`src/rtl/spi_regfile.sv`:
```
// spi_regfile: SPI mode-0 target giving read/write access to a bank of
// configuration registers. Frame = R/W bit, address, data, all MSB first.
// Writes commit on chip-select release only when the frame length is exact.
module spi_regfile #(
  parameter int ADDR_W      = 7,
  parameter int DATA_W      = 8,
  parameter int NUM_REGS    = 5,
  parameter int SYNC_STAGES = 2
) (
  input  logic                         clk,
  input  logic                         rst_n,
  input  logic                         ncs,
  input  logic                         copi,
  input  logic                         sclk,
  output logic                         cipo,
  output logic                         cipo_oe,
  output logic [NUM_REGS*DATA_W-1:0]   regs_flat,
  output logic                         wr_strobe,
  output logic [ADDR_W-1:0]            wr_addr,
  output logic                         frame_err
);

  localparam int          FRAME      = 1 + ADDR_W + DATA_W;
  localparam int          CNT_W      = $clog2(FRAME + 2);
  localparam logic [31:0] NUM_REGS_U = NUM_REGS;

  typedef enum logic [2:0] {S_IDLE, S_CMD, S_ADDR, S_DATA, S_DONE} state_t;

  logic [SYNC_STAGES-1:0]      r_ncs_sync;
  logic [SYNC_STAGES-1:0]      r_sclk_sync;
  logic [SYNC_STAGES-1:0]      r_copi_sync;

  state_t                      r_state;
  logic [CNT_W-1:0]            r_cnt;
  logic [FRAME-1:0]            r_shift_in;
  logic [DATA_W-1:0]           r_out;
  logic                        r_cipo;
  logic                        r_cipo_oe;
  logic [NUM_REGS*DATA_W-1:0]  r_regs;
  logic                        r_wr_strobe;
  logic [ADDR_W-1:0]           r_wr_addr;
  logic                        r_frame_err;

  logic                        w_ncs_fall;
  logic                        w_ncs_rise;
  logic                        w_sclk_rise;
  logic                        w_sclk_fall;
  logic                        w_copi;
  logic [FRAME-1:0]            w_shift_nx;
  logic [CNT_W-1:0]            w_cnt_nx;
  logic [ADDR_W-1:0]           w_ld_addr;
  logic [DATA_W-1:0]           w_rd_data;
  logic [DATA_W-1:0]           w_out_sh;
  logic                        w_cmt_wr;
  logic [ADDR_W-1:0]           w_cmt_addr;
  logic [DATA_W-1:0]           w_cmt_data;
  logic                        w_addr_ok;

  // Input synchronisers; chip select idles high so reset cannot fake a select
  always_ff @(posedge clk or negedge rst_n) begin
    if (!rst_n) begin
      r_ncs_sync  <= {SYNC_STAGES{1'b1}};
      r_sclk_sync <= {SYNC_STAGES{1'b0}};
      r_copi_sync <= {SYNC_STAGES{1'b0}};
    end else begin
      r_ncs_sync  <= {r_ncs_sync[SYNC_STAGES-2:0], ncs};
      r_sclk_sync <= {r_sclk_sync[SYNC_STAGES-2:0], sclk};
      r_copi_sync <= {r_copi_sync[SYNC_STAGES-2:0], copi};
    end
  end

  // Edge detection on the last two synchroniser stages and frame field decode
  always_comb begin
    w_ncs_fall  = r_ncs_sync[SYNC_STAGES-1] & ~r_ncs_sync[SYNC_STAGES-2];
    w_ncs_rise  = ~r_ncs_sync[SYNC_STAGES-1] & r_ncs_sync[SYNC_STAGES-2];
    w_sclk_rise = ~r_sclk_sync[SYNC_STAGES-1] & r_sclk_sync[SYNC_STAGES-2];
    w_sclk_fall = r_sclk_sync[SYNC_STAGES-1] & ~r_sclk_sync[SYNC_STAGES-2];
    w_copi      = r_copi_sync[SYNC_STAGES-1];
    w_shift_nx  = {r_shift_in[FRAME-2:0], w_copi};
    w_cnt_nx    = (r_cnt == CNT_W'(FRAME + 1)) ? r_cnt : r_cnt + CNT_W'(1);
    w_ld_addr   = w_shift_nx[ADDR_W-1:0];
    w_out_sh    = {r_out[DATA_W-2:0], 1'b0};
    w_cmt_wr    = r_shift_in[FRAME-1];
    w_cmt_addr  = r_shift_in[DATA_W +: ADDR_W];
    w_cmt_data  = r_shift_in[DATA_W-1:0];
    w_addr_ok   = (32'(w_cmt_addr) < NUM_REGS_U);
  end

  // Read mux: unimplemented addresses read as zero
  always_comb begin
    w_rd_data = {DATA_W{1'b0}};
    for (int k = 0; k < NUM_REGS; k++) begin
      w_rd_data = w_rd_data |
                  ({DATA_W{w_ld_addr == ADDR_W'(k)}} & r_regs[k*DATA_W +: DATA_W]);
    end
  end

  // Frame FSM: bit counting, read-data shifting and commit on deselect
  always_ff @(posedge clk or negedge rst_n) begin
    if (!rst_n) begin
      r_state     <= S_IDLE;
      r_cnt       <= {CNT_W{1'b0}};
      r_shift_in  <= {FRAME{1'b0}};
      r_out       <= {DATA_W{1'b0}};
      r_cipo      <= 1'b0;
      r_cipo_oe   <= 1'b0;
      r_regs      <= {(NUM_REGS*DATA_W){1'b0}};
      r_wr_strobe <= 1'b0;
      r_wr_addr   <= {ADDR_W{1'b0}};
      r_frame_err <= 1'b0;
    end else begin
      r_wr_strobe <= 1'b0;
      r_frame_err <= 1'b0;
      case (r_state)
        S_IDLE: begin
          if (w_ncs_fall) begin
            r_state    <= S_CMD;
            r_cnt      <= {CNT_W{1'b0}};
            r_shift_in <= {FRAME{1'b0}};
            r_out      <= {DATA_W{1'b0}};
            r_cipo     <= 1'b0;
            r_cipo_oe  <= 1'b1;
          end
        end
        S_CMD, S_ADDR, S_DATA, S_DONE: begin
          if (w_ncs_rise) begin
            r_state   <= S_IDLE;
            r_cipo    <= 1'b0;
            r_cipo_oe <= 1'b0;
            r_out     <= {DATA_W{1'b0}};
            if (r_cnt == CNT_W'(FRAME)) begin
              if (w_cmt_wr && w_addr_ok) begin
                for (int k = 0; k < NUM_REGS; k++) begin
                  if (w_cmt_addr == ADDR_W'(k)) begin
                    r_regs[k*DATA_W +: DATA_W] <= w_cmt_data;
                  end
                end
                r_wr_strobe <= 1'b1;
                r_wr_addr   <= w_cmt_addr;
              end
            end else if (r_cnt != {CNT_W{1'b0}}) begin
              r_frame_err <= 1'b1;
            end
          end else if (w_sclk_rise) begin
            r_cnt      <= w_cnt_nx;
            r_shift_in <= w_shift_nx;
            case (r_state)
              S_CMD:  r_state <= S_ADDR;
              S_ADDR: begin
                if (w_cnt_nx == CNT_W'(1 + ADDR_W)) begin
                  r_state <= S_DATA;
                  r_out   <= w_rd_data;
                  r_cipo  <= w_rd_data[DATA_W-1];
                end
              end
              S_DATA: begin
                if (w_cnt_nx == CNT_W'(FRAME)) begin
                  r_state <= S_DONE;
                end
              end
              default: r_state <= r_state;
            endcase
          end else if (w_sclk_fall && (r_cnt > CNT_W'(1 + ADDR_W))) begin
            // the fall right after the load keeps the MSB for the first data rise
            r_out  <= w_out_sh;
            r_cipo <= w_out_sh[DATA_W-1];
          end
        end
        default: r_state <= S_IDLE;
      endcase
    end
  end

  assign cipo      = r_cipo;
  assign cipo_oe   = r_cipo_oe;
  assign regs_flat = r_regs;
  assign wr_strobe = r_wr_strobe;
  assign wr_addr   = r_wr_addr;
  assign frame_err = r_frame_err;

endmodule

```
`config.mk`:
```
export PLATFORM = sky130hd
export DESIGN_NAME = spi_regfile
export DESIGN_NICKNAME = d
export VERILOG_FILES = /design/src/rtl/spi_regfile.sv
export SDC_FILE = /design/constraint.sdc
export NUM_CORES = 1
export LEC_CHECK = 0
export CAP_MARGIN = 25
export CORE_MARGIN = 8
export CORE_UTILIZATION = 59
export DETAILED_ROUTE_END_ITERATION = 10
export GPL_ROUTABILITY_DRIVEN = 0
export MAX_ROUTING_LAYER = met4
export PLACE_DENSITY = 0.85
export SYNTH_ARGS = -nofsm -noshare
export SYNTH_HDL_FRONTEND = slang
export SYNTH_SLANG_ARGS = --single-unit
```
`constraint.sdc`:
```
create_clock -name clk -period 5.35 [get_ports clk]
set_input_delay 1.07 -clock clk [delete_from_list [all_inputs] [get_ports clk]]
set_output_delay 1.07 -clock clk [all_outputs]
set_load 0.02 [all_outputs]
```
==> flow_summary.ini <==
[route]
avgRoutedWirePerCell_um = 18.4
dr_total_vias = 3073
routed_wl_mm = 9.68
route.detailed.drc = 0
firstDrtPassIters = 4
first_iter_violations = 165
ant_nets = 0
viasPerCell = 5.84

[timing]
setup_violations = 0
tns_ps = 0
tightest_slew_ps = 781
rsz0062_at_grt = false
finalHoldViolCount = 0
post-route-period-util = 0.507
clock.fmax_mhz = 369
skew_ps = 16.1
period_minus_slack_ps = 2710
relSlewSlack = 0.479
slew_viol_final = 0
fin_ws_ps = 2640

[synthesis]
yosys.area.top_type_share = 0.516
synthCells = 374
synth_seq_cells = 88
synth.distinct_cells = 50
synthArstFlopShare = 1.00
synthTopCellsByArea = dfrtp_1 (52%), mux2_2 (11%), nand2_1 (5.9%)
syn-num-nets = 382
yosys-top-cells-count = dfrtp_1 (86), nand2_1 (65), mux2_2 (42)
synth_top_area_cell = dfrtp_1
ys.flop_type = dfrtp_1
syn_area_per_cell_um2 = 11.1
ys_warn_count = 0
synth_edf_count = 0
yosysMostFrequentCell = dfrtp_1
seq_area_frac_synth = 0.529
syn-cell-area_um2 = 4170

[critical_path]
path_buf_inv = 0
cp_slowest_cell = dfstp_2
required_ps = 5590
cp_top_family = simple AND/OR/NAND/NOR gates
arrival_ps = 2950
critPathMaxStageDelay_ps = 570
cp_cell_sequence = nor2b_1 -> nand3_1 -> nor4_1 -> nand3_1 -> mux2_2
cp_max_fo = 8
start_kind = flip-flop
crit_type = flip-flop to flip-flop
cp-end-kind = flip-flop
cp_common_cell = nand3_1

[clocking]
cts_buffer_depth = 2
clock-sinks = 88
htreeDepth = 3
cts.hold.buffers_added = 0
cts_tree = yes
cts_resized = 0
cts-buffers-inserted = 9
clock_latency_ps = 360
postCtsSetupRepairBufs = 0
cts_root_buf = clkbuf_8
path_clk_slew_ps = 100

[pwr]
vdd_drop_max_uv = 179
p_per_area_nw_per_um2 = 328
leakage_nw = 2.32

[min_path]
hold_path_class = flip-flop to flip-flop

[place]
dpl.cell_count = 510
dp_hpwl_mm = 6.88
preCtsSetupSlack_ps = 2720
port_buffers = 55
placed_area_um2 = 4770

[die]
die_h_um = 100
start_util = 0.610
ios = 56
die_x_um = 100
fp.dieArea_um2 = 10000
rows = 30
core_area_um2 = 6830

[grt]
grt_usage = 0.209
grt_max_degree = 66
antenna_found_initial = 0
overflow = 0
grt_pass1_vias = 3070
grt_pass1_wl_mm = 15.9

[run_status]
status = complete, no violations

[cells_and_area]
area_growth_pct = 19.2
antenna_cells = 0
drive_gt1_frac = 0.181
fin_util = 0.727
nets = 433
fin_area_um2 = 4970
stdcell_count = 526

[job]
maxCapViolCount = 0
## cells in the final DEF (no fill, tap or decap), types with 2 or more instances in the layout
master / count
mux2i_1: 16
mux2_4: 7
nand3_1: 20
nand3b_1: 5
o32a_1: 2
a22oi_1: 4
o21ai_0: 12
a21oi_1: 5
dfstp_2: 2
inv_1: 7
nand2_1: 65
buf_4: 3
or3_1: 2
nor2b_1: 7
dfrtp_1: 86
nor2_1: 15
o31a_1: 2
mux2_2: 42
o22ai_1: 4
and2_1: 5
ha_1: 3
nor3b_1: 3
nor4_1: 4
clkbuf_8: 10
and3_1: 2
a22o_1: 3
nand2b_1: 5
inv_8: 2
nor3_1: 4
a221o_1: 2
clkdlybuf4s50_1: 54
o31ai_1: 2
nor4b_1: 2
o32ai_1: 2
inv_6: 3
## layout make-up
cell class | instances | area, um2
Clock buffer | 10 | 138
Clock inverter | 6 | 56.3
Fill cell | 483 | 1860
Inverter | 7 | 26.3
Multi-Input combinational cell | 262 | 1860
Sequential cell | 88 | 2200
Tap cell | 96 | 120
Timing Repair Buffer | 57 | 563
## power breakdown
part / internal (mW) / switching (mW) / leakage (nW)
logic: 0.134 / 0.239 / 1.02
registers: 0.705 / 0.104 / 1.20
clock network: 0.193 / 0.255 / 0.0977
## through the flow
step | power [mW] | hold WS [ps]
floorplan | 1.08 | 331
global placement | 1.18 | 333
detailed placement | 1.19 | 341
CTS | 1.64 | 364
global route | 1.72 | 377
finish | 1.63 | 359
## registers in the layout, summed over array words and instances, names as in the netlist
name and cells:
r_ncs_sync 2, r_out 7, r_cnt 5, cipo 1
regs_flat 40, r_copi_sync 2, r_sclk_sync 2, wr_strobe 1
r_state 3, frame_err 1, cipo_oe 1, wr_addr 7
r_shift_in 16
## final timing paths
| path | cells past startpoint | to | slack, ps | from |
|---|---|---|---|---|
| min in group asynchronous | 1 | r_cnt[2] | 600 | rst_n |
| min reg2reg | 0 | r_copi_sync[1] | 360 | r_copi_sync[0] |
| max | 5 | regs_flat[25] | 2640 | r_ncs_sync[0] |
| max in group asynchronous | 2 | r_cnt[4] | 3670 | rst_n |
| min | 0 | r_copi_sync[1] | 360 | r_copi_sync[0] |
| max reg2reg | 5 | regs_flat[25] | 2640 | r_ncs_sync[0] |
## layer usage
metal / wire length, um / GRT usage
met1: 4290 / 0.261
met2: 4650 / 0.318
met3: 549 / 0.0609
met4: 185 / 0.0698
met5: 0 / -
## logic make-up after synthesis
kind of cell               count (synthesis)  share of synthesized area
AOI/OAI and AO/OA                         46                     0.0840
xor gates and xnor gates                   1                    0.00210
adders and majority gates                  3                    0.00900
buffers and inverters                     24                     0.0249
DFF                                       88                      0.529
muxes                                     65                      0.177
and+or+nand+nor                          147                      0.174
(Power assumes the default switching activity.)
